## config.mk

```make
export PLATFORM = sky130hd
export DESIGN_NAME = pixel_writer_flat
export DESIGN_NICKNAME = d
export VERILOG_FILES = /design/src/rtl/pixel_writer_if.sv /design/src/rtl/pixel_writer.sv /design/src/flat_wrapper.sv
export SDC_FILE = /design/constraint.sdc
export NUM_CORES = 1
export LEC_CHECK = 0
export CELL_PAD_IN_SITES_DETAIL_PLACEMENT = 0
export CELL_PAD_IN_SITES_GLOBAL_PLACEMENT = 1
export CORE_MARGIN = 2
export CORE_UTILIZATION = 38
export DETAILED_ROUTE_END_ITERATION = 12
export PLACE_DENSITY_LB_ADDON = 0.12
export RECOVER_POWER = 25
export SLEW_MARGIN = 20
export SYNTH_ARGS = -nofsm -noshare
export SYNTH_HDL_FRONTEND = slang
export SYNTH_SLANG_ARGS = --single-unit
```

## constraint.sdc

```tcl
create_clock -name clk -period 5.8 [get_ports clk]
set_clock_uncertainty 0.1 [all_clocks]
set_input_delay 0.58 -clock clk [delete_from_list [all_inputs] [get_ports clk]]
set_output_delay 0.58 -clock clk [all_outputs]
set_load 0.01 [all_outputs]
```

## src/rtl/pixel_writer_if.sv

```systemverilog
// rtl/pixel_writer_if.sv - pixel stream input and memory write bus of pixel_writer
interface pixel_writer_if #(
    parameter int ADDR_W = 32,
    parameter int DATA_W = 32
);
    logic              pix_valid;
    logic [DATA_W-1:0] pix_data;
    logic              pix_ready;
    logic              wr_req;
    logic [ADDR_W-1:0] wr_addr;
    logic [DATA_W-1:0] wr_data;
    logic              wr_ack;

    // master is the writer; slave is the upstream source plus memory controller
    modport master (
        input  pix_valid, pix_data, wr_ack,
        output pix_ready, wr_req, wr_addr, wr_data
    );
    modport slave (
        output pix_valid, pix_data, wr_ack,
        input  pix_ready, wr_req, wr_addr, wr_data
    );
endinterface

```

## src/rtl/pixel_writer.sv

```systemverilog
// rtl/pixel_writer.sv - row/column destination address generator and memory write master
// Optional bottom-up row order: PIXEL_WRITER_BOTTOM_UP_EN
module pixel_writer #(
    parameter int ADDR_W = 32,
    parameter int DATA_W = 32,
    parameter int CNT_W  = 10
) (
    input  logic              clk,
    input  logic              rst,
    input  logic              start,
    input  logic [ADDR_W-1:0] dst_addr,
    input  logic [CNT_W-1:0]  num_rows,
    input  logic [CNT_W-1:0]  num_cols,
    input  logic [ADDR_W-1:0] row_stride,
`ifdef PIXEL_WRITER_BOTTOM_UP_EN
    input  logic              bottom_up,
`endif
    pixel_writer_if.master    bus,
    output logic              busy,
    output logic              done
);
    localparam logic [ADDR_W-1:0] PIX_BYTES = ADDR_W'(DATA_W / 8);

    typedef enum logic [2:0] {S_IDLE, S_LOAD, S_WAIT_PIX, S_WRITE, S_DONE} state_t;

    state_t            state_q, state_d;
    logic [ADDR_W-1:0] dst_q, dst_d;
    logic [CNT_W-1:0]  rows_q, rows_d;
    logic [CNT_W-1:0]  cols_q, cols_d;
    logic [ADDR_W-1:0] stride_q, stride_d;
    logic [ADDR_W-1:0] row_base_q, row_base_d;
    logic [ADDR_W-1:0] cur_addr_q, cur_addr_d;
    logic [CNT_W-1:0]  row_q, row_d;
    logic [CNT_W-1:0]  col_q, col_d;
    logic [DATA_W-1:0] wdata_q, wdata_d;
    logic [CNT_W-1:0]  rows_m1;
    logic              last_col, last_row;
    logic [ADDR_W-1:0] first_row_base, next_row_base;

    assign rows_m1  = rows_q - CNT_W'(1);
    assign last_row = (row_q == rows_m1);
    assign last_col = (col_q == cols_q - CNT_W'(1));

`ifdef PIXEL_WRITER_BOTTOM_UP_EN
    logic bu_q, bu_d;
    // Bottom-up starts at the last row and walks the stride backwards
    assign first_row_base = bu_q ? dst_q + ADDR_W'(rows_m1) * stride_q : dst_q;
    assign next_row_base  = bu_q ? row_base_q - stride_q : row_base_q + stride_q;
`else
    assign first_row_base = dst_q;
    assign next_row_base  = row_base_q + stride_q;
`endif

    always_comb begin
        state_d    = state_q;
        dst_d      = dst_q;
        rows_d     = rows_q;
        cols_d     = cols_q;
        stride_d   = stride_q;
        row_base_d = row_base_q;
        cur_addr_d = cur_addr_q;
        row_d      = row_q;
        col_d      = col_q;
        wdata_d    = wdata_q;
`ifdef PIXEL_WRITER_BOTTOM_UP_EN
        bu_d       = bu_q;
`endif
        case (state_q)
            S_IDLE: begin
                if (start) begin
                    state_d  = S_LOAD;
                    dst_d    = dst_addr;
                    rows_d   = num_rows;
                    cols_d   = num_cols;
                    stride_d = row_stride;
`ifdef PIXEL_WRITER_BOTTOM_UP_EN
                    bu_d     = bottom_up;
`endif
                end
            end
            S_LOAD: begin
                row_base_d = first_row_base;
                cur_addr_d = first_row_base;
                row_d      = '0;
                col_d      = '0;
                state_d    = (rows_q == '0 || cols_q == '0) ? S_DONE : S_WAIT_PIX;
            end
            S_WAIT_PIX: begin
                if (bus.pix_valid) begin
                    wdata_d = bus.pix_data;
                    state_d = S_WRITE;
                end
            end
            S_WRITE: begin
                if (bus.wr_ack) begin
                    if (last_row && last_col) begin
                        state_d = S_DONE;
                    end else if (last_col) begin
                        col_d      = '0;
                        row_d      = row_q + CNT_W'(1);
                        row_base_d = next_row_base;
                        cur_addr_d = next_row_base;
                        state_d    = S_WAIT_PIX;
                    end else begin
                        col_d      = col_q + CNT_W'(1);
                        cur_addr_d = cur_addr_q + PIX_BYTES;
                        state_d    = S_WAIT_PIX;
                    end
                end
            end
            S_DONE:  state_d = S_IDLE;
            default: state_d = S_IDLE;
        endcase
    end

    always_ff @(posedge clk or posedge rst) begin
        if (rst) begin
            state_q    <= S_IDLE;
            dst_q      <= '0;
            rows_q     <= '0;
            cols_q     <= '0;
            stride_q   <= '0;
            row_base_q <= '0;
            cur_addr_q <= '0;
            row_q      <= '0;
            col_q      <= '0;
            wdata_q    <= '0;
`ifdef PIXEL_WRITER_BOTTOM_UP_EN
            bu_q       <= 1'b0;
`endif
        end else begin
            state_q    <= state_d;
            dst_q      <= dst_d;
            rows_q     <= rows_d;
            cols_q     <= cols_d;
            stride_q   <= stride_d;
            row_base_q <= row_base_d;
            cur_addr_q <= cur_addr_d;
            row_q      <= row_d;
            col_q      <= col_d;
            wdata_q    <= wdata_d;
`ifdef PIXEL_WRITER_BOTTOM_UP_EN
            bu_q       <= bu_d;
`endif
        end
    end

    // All outputs decode registered state so reset clears them immediately
    assign bus.pix_ready = (state_q == S_WAIT_PIX);
    assign bus.wr_req    = (state_q == S_WRITE);
    assign bus.wr_addr   = cur_addr_q;
    assign bus.wr_data   = wdata_q;
    assign busy          = (state_q != S_IDLE);
    assign done          = (state_q == S_DONE);
endmodule

```

## src/flat_wrapper.sv

```systemverilog
// flat-port wrapper written by rule: the top's interface ports become plain ports
module pixel_writer_flat 
#(
    parameter int ADDR_W = 32,
    parameter int DATA_W = 32,
    parameter int CNT_W  = 10
)
  (clk, rst, start, dst_addr, num_rows, num_cols, row_stride, busy, done, bus_pix_valid, bus_pix_data, bus_wr_ack, bus_pix_ready, bus_wr_req, bus_wr_addr, bus_wr_data);
  pixel_writer_if #(.ADDR_W(ADDR_W), .DATA_W(DATA_W)) bus_i ();
  input  logic clk;
  input  logic rst;
  input  logic start;
  input  logic [ADDR_W-1:0] dst_addr;
  input  logic [CNT_W-1:0] num_rows;
  input  logic [CNT_W-1:0] num_cols;
  input  logic [ADDR_W-1:0] row_stride;
  output logic busy;
  output logic done;
  input wire logic [$bits(bus_i.pix_valid)-1:0] bus_pix_valid;
  input wire logic [$bits(bus_i.pix_data)-1:0] bus_pix_data;
  input wire logic [$bits(bus_i.wr_ack)-1:0] bus_wr_ack;
  output wire logic [$bits(bus_i.pix_ready)-1:0] bus_pix_ready;
  output wire logic [$bits(bus_i.wr_req)-1:0] bus_wr_req;
  output wire logic [$bits(bus_i.wr_addr)-1:0] bus_wr_addr;
  output wire logic [$bits(bus_i.wr_data)-1:0] bus_wr_data;
  assign bus_i.pix_valid = bus_pix_valid;
  assign bus_i.pix_data = bus_pix_data;
  assign bus_i.wr_ack = bus_wr_ack;
  assign bus_pix_ready = bus_i.pix_ready;
  assign bus_wr_req = bus_i.wr_req;
  assign bus_wr_addr = bus_i.wr_addr;
  assign bus_wr_data = bus_i.wr_data;
  pixel_writer #(.ADDR_W(ADDR_W), .DATA_W(DATA_W), .CNT_W(CNT_W)) u_core (.clk(clk), .rst(rst), .start(start), .dst_addr(dst_addr), .num_rows(num_rows), .num_cols(num_cols), .row_stride(row_stride), .bus(bus_i), .busy(busy), .done(done));
endmodule
```

==> results_dict.tcl, run 1 <==
set metrics [dict create \
    core_mm2 0.0295 \
    maxSlewHeadroom_pct -58.8 \
    rsz0062_at_grt "false" \
    numPortBuffers 188 \
    period_needed_ns 4.16 \
    yosysTopAreaCell "dfrtp_1" \
    start_kind "flip-flop" \
    root_buffer "clkbuf_16" \
    cts_max_level 1 \
    final_common_cell "dfrtp_1" \
    tns_ns 0 \
    path_clk_slew_ns 0.06 \
    vias 9319 \
    grt_pass1_wl_mm 50.8 \
    crit_slowest_cell "o21ai_2" \
    synthFlopType "dfrtp_1" \
    dieWidth_um 177 \
    syn_area_per_cell_um2 10.1 \
    synthArstFlopShare_pct 100 \
    ys_ff_latch 203 \
    wl_per_cell_um 18.4 \
    grt_pass1_vias 9234 \
    cp_max_fo 31 \
    fin_cells 1711 \
    gp_congestion 0.812 \
    ant_nets 0 \
    netlist_area_mm2 0.0113 \
    finalMaxSlewViolations 296 \
    final_area_mm2 0.0144 \
    hp-class "flip-flop to flip-flop" \
    max_freq_ghz 0.241 \
    antenna_found_initial 0 \
    cellPowerDensity_mw_per_mm2 604 \
    setup_viol 0 \
    mostFrequentLayoutCells "203 x dfrtp_1, 153 x clkdlybuf4s50_1, 112 x mux2_2" \
    dieArea_mm2 0.0312 \
    syn_inst 1126 \
    ctsResizeCount 0 \
    p_leak_nw 5.94 \
    cts_tree "done" \
    synth_warnings 0 \
    synthesis.nets 1284 \
    cp.arrival_ns 4.47 \
    initialDrtViolationCount 651 \
    die_y_um 177 \
    postCtsSetupBuffers 0 \
    synth-edff-count 0 \
    start_util_pct 38.4 \
    status "complete, but fails checks" \
    place_inst 1663 \
    final_nets 1459 \
    clock_latency_ns 0.53 \
    num_rows 63 \
    cts_hold_buf 0 \
    overflow 0 \
    cpPeakStageDelay_ns 0.79 \
    yosys-top-cells-area "dfrtp_1 45%, mux2_2 11%, ha_1 4.0%" \
    track_usage_pct 20.3 \
    place_area_mm2 0.0136 \
    cp.required_ns 6.12 \
    via_per_inst 5.45 \
    drv_cap 5 \
    ir_drop_v 0.000266 \
    yosysTopAreaCellShare_pct 44.8 \
    drive_above_1_share_pct 14.2 \
    diodes 0 \
    power_mw 8.72 \
    grt_max_degree 172 \
    drt_pass1_iterations 7 \
    n_fill_cell 2829 \
    final_core_util_pct 49.0 \
    dp.final_hpwl_mm 22.6 \
    drc_errors 0 \
    hold_violations 0 \
    syn_to_final_growth_pct 27.5 \
    wirelength_mm 31.5 \
    ys_seq_area_share_pct 44.8 \
    cts_buffers 26 \
    worst_slew_pin_slew_ns 2.38 \
    critPathCaptureType "flip-flop" \
    cts_max_path_buffers 3 \
    worstSetupPathType "flip-flop to flip-flop" \
    finalCritPeriodShare_pct 71.7 \
    ioPinCount 189 \
    clkSinkCount 203 \
    path_cells "inv_1 -> ha_1 -> o21bai_1 -> a311oi_1 -> a211oi_2 -> a2111oi_4 -> nand2_2 -> o21ai_2 -> buf_4 -> a31oi_1 -> o221a_2" \
    failed_checks "capacitance limit, slew limit" \
    yosys.cell_types.count 67 \
]
[metal layers]
metal	wire, um	track usage (%)
met4	644	4.89
met2	14700	32.4
met5	0	0
met1	14700	28.7
met3	1520	3.61
[stage by stage]
stage | hold WS [ns] | setup slack (ns)
global placement | 0.373 | 1.78
CTS | 0.396 | 1.61
floorplan | 0.370 | 2.49
detailed placement | 0.383 | 1.67
global route | 0.409 | 0.972
finish | 0.384 | 1.64
[path summary, 6_finish.rpt]
check,cells past startpoint,startpoint,slack (ns),endpoint
setup / recovery,11,u_core.cols_q[0],1.64,u_core.bus.wr_addr[24]
hold / removal,1,u_core.bus.wr_addr[0],0.38,u_core.bus.wr_addr[0]
setup reg to reg,11,u_core.cols_q[0],1.64,u_core.bus.wr_addr[24]
hold reg to reg,1,u_core.bus.wr_addr[0],0.38,u_core.bus.wr_addr[0]
max in group asynchronous,3,rst,1.79,u_core.dst_q[30]
min in group asynchronous,2,rst,0.74,u_core.bus.wr_data[23]
[cells in the mapped netlist, drive strengths merged (8+ instances only)]
master	instances
clkbuf	34
o22ai	18
a21oi	75
nand2	79
nor3	21
nor2	104
xor2	28
mux2	112
buf	22
o21ai	52
dfrtp	203
ha	36
nand3	40
o21a	9
a31oi	32
inv	21
a211oi	12
or3	8
nand4	17
and3	19
a21o	25
xnor2	46
and2	12
[critical path, delay by kind of cell, from the launching register on]
| family | cells | cell delay [ns] |
|---|---|---|
| adders and majority gates | 1 | 0.28 |
| DFF | 1 | 0.46 |
| and+or+nand+nor | 1 | 0.46 |
| buffers and inverters | 2 | 0.50 |
| AOI/OAI and AO/OA | 7 | 2.22 |
[area by class of cell]
cell class,count,area [um^2],share of cell area (%)
multi-input combinational,845,5930,41.1
timing repair buffer,203,1980,13.7
inverter,22,83.8,0.580
clock inverter,9,98.8,0.684
sequential,203,5080,35.2
clock buffer,39,781,5.40
tap,390,488,3.38
[power by group]
part	internal, mW	total [mW]	switching [mW]	leakage, nW
registers	2.07	2.72	0.652	2.45
logic	2.07	4.35	2.28	3.05
clock network	1.01	1.65	0.633	0.439
[kinds of logic (layout without fill, tap and decap cells)]
group	after synthesis	after routing	synth area share (%)
compound gates	286	286	16.8
xor+xnor	74	74	5.72
fa+ha+maj	37	37	4.15
buf+inv	78	273	2.89
flops	203	203	44.8
mux	117	117	11.6
simple gates	331	331	14.0
[flip-flops by register name, summed over array words and instances, names as in the netlist]
signal and flops:
u_core.row_base_q 32, u_core.bus.wr_data 32, u_core.stride_q 32, u_core.cols_q 10
u_core.state_q 3, u_core.bus.wr_addr 32, u_core.col_q 10, u_core.dst_q 32
u_core.rows_q 10, u_core.row_q 10
Power figures use the tool's default switching activity.
==> run 2: changes to the inputs <==
CORE_UTILIZATION = 42   (was 38)
clock period = 4 ns   (was 5.8 ns; I/O delays follow)
==> results_dict.tcl, run 2 (synthesis results as in run 1) <==
set metrics [dict create \
    core_mm2 0.0267 \
    maxSlewHeadroom_pct -18.1 \
    drt_pass1_iterations 5 \
    cts_hold_buf 0 \
    finalCritPeriodShare_pct 85.3 \
    start_util_pct 42.4 \
    via_per_inst 5.58 \
    numPortBuffers 188 \
    initialDrtViolationCount 584 \
    failed_checks "capacitance limit, slew limit" \
    antenna_found_initial 1 \
    overflow 0 \
    cp_max_fo 5 \
    cts_tree "done" \
    root_buffer "clkbuf_16" \
    grt_pass1_vias 9168 \
    dieWidth_um 168 \
    ioPinCount 189 \
    critPathCaptureType "flip-flop" \
    ant_nets 0 \
    hp-class "input port to flip-flop" \
    cp.required_ns 4.32 \
    finalMaxSlewViolations 98 \
    max_freq_ghz 0.293 \
    rsz0062_at_grt "false" \
    grt_pass1_wl_mm 50.5 \
    wl_per_cell_um 18.8 \
    final_nets 1464 \
    cts_buffers 25 \
    dp.final_hpwl_mm 22.3 \
    syn_to_final_growth_pct 27.1 \
    drc_errors 0 \
    mostFrequentLayoutCells "203 x dfrtp_1, 187 x clkdlybuf4s50_1, 112 x mux2_2" \
    cts_max_path_buffers 3 \
    dieArea_mm2 0.0283 \
    track_usage_pct 22.1 \
    wirelength_mm 31.4 \
    p_leak_nw 5.94 \
    cellPowerDensity_mw_per_mm2 869 \
    ir_drop_v 0.000409 \
    cp.arrival_ns 3.73 \
    drv_cap 2 \
    vias 9291 \
    worst_slew_pin_slew_ns 1.77 \
    setup_viol 0 \
    die_y_um 168 \
    final_common_cell "dfrtp_1" \
    worstSetupPathType "flip-flop to flip-flop" \
    final_core_util_pct 53.9 \
    status "complete, but fails checks" \
    r2r_slack_ns 0.59 \
    start_kind "flip-flop" \
    postCtsSetupBuffers 0 \
    clkSinkCount 203 \
    gp_congestion 0.812 \
    cts_max_level 1 \
    drive_above_1_share_pct 14.4 \
    grt_max_degree 90 \
    num_rows 60 \
    ctsResizeCount 0 \
    path_clk_slew_ns 0.06 \
    tns_ns 0 \
    hold_violations 0 \
    clock_latency_ns 0.52 \
    period_needed_ns 3.41 \
]
[run 2: changes by cell type in the layout (fill, tap and decap cells not counted), sizes merged]
cell	delta
buf	+7
clkbuf	-4
clkdlybuf4s50	+34
clkinv	-2
diode	+1
dlygate4sd3	-34
inv	+1
[run 2: final cells by class]
cell class              instances  area (um^2)
flip-flops and latches        203         5080
multi-input cells             845         5930
diodes                          1         2.50
fillers                      2427        12300
inverters                      22         83.8
clock buffers                  36          717
repair buffers                209         2070
well taps                     341          427
clock inverters                 8         93.8
[run 2: path summary, 6_finish.rpt]
path / startpoint / end / cells after the start
setup / recovery: u_core.row_base_q[6] / u_core.bus.wr_addr[31] / 11
hold / removal: num_rows[1] / u_core.rows_q[1] / 3
setup reg to reg: u_core.row_base_q[6] / u_core.bus.wr_addr[31] / 11
hold reg to reg: u_core.bus.wr_addr[0] / u_core.bus.wr_addr[0] / 1
max in group asynchronous: rst / u_core.bus.wr_data[10] / 3
min in group asynchronous: rst / u_core.row_base_q[4] / 2
[run 2: stage by stage]
| stage | power, mW | cells | hold WS [ns] | cell area, um^2 | setup slack [ns] |
|---|---|---|---|---|---|
| after detailed placement | 10.3 | 1620 | 0.380 | 13600 | 0.610 |
| after floorplan | 8.14 | 1126 | 0.370 | 11300 | 0.870 |
| after CTS | 12.6 | 1664 | 0.170 | 14400 | 0.593 |
| after global placement | 10.3 | 1620 | 0.381 | 13600 | 0.618 |
| after global routing | 13.5 | 1664 | 0.349 | 14400 | 0.286 |
| final | 12.5 | 1665 | 0.344 | 14400 | 0.590 |
[run 2: layer usage]
layer | routed length [um] | GRT usage (%)
met1 | 15000 | 31.6
met2 | 14200 | 35.2
met3 | 1570 | 3.86
met4 | 617 | 4.80
met5 | 0 | 0
[run 2: report_power, final]
group	switching, mW	leakage (nW)	total (mW)	internal (mW)
logic	3.29	3.08	6.36	3.08
clock network	0.869	0.403	2.23	1.37
registers	0.920	2.45	3.92	3.00
[run 2: worst max-delay path: stages, from the launching register on]
cell and delay (ns):
dfrtp_1 0.38, ha_1 0.36, a21oi_1 0.21, nor3_1 0.11, a2111oi_4 0.42, a2111oi_0 0.18
buf_4 0.17, nor3_1 0.44, o21ai_0 0.31, xnor2_1 0.22, o22ai_1 0.11, a221oi_1 0.30
==> run 3: changes to the inputs <==
GPL_TIMING_DRIVEN = 1   (was unset)
==> results of run 3 <==
No change in the layout: final DEF, timing and power equal those of run 2.
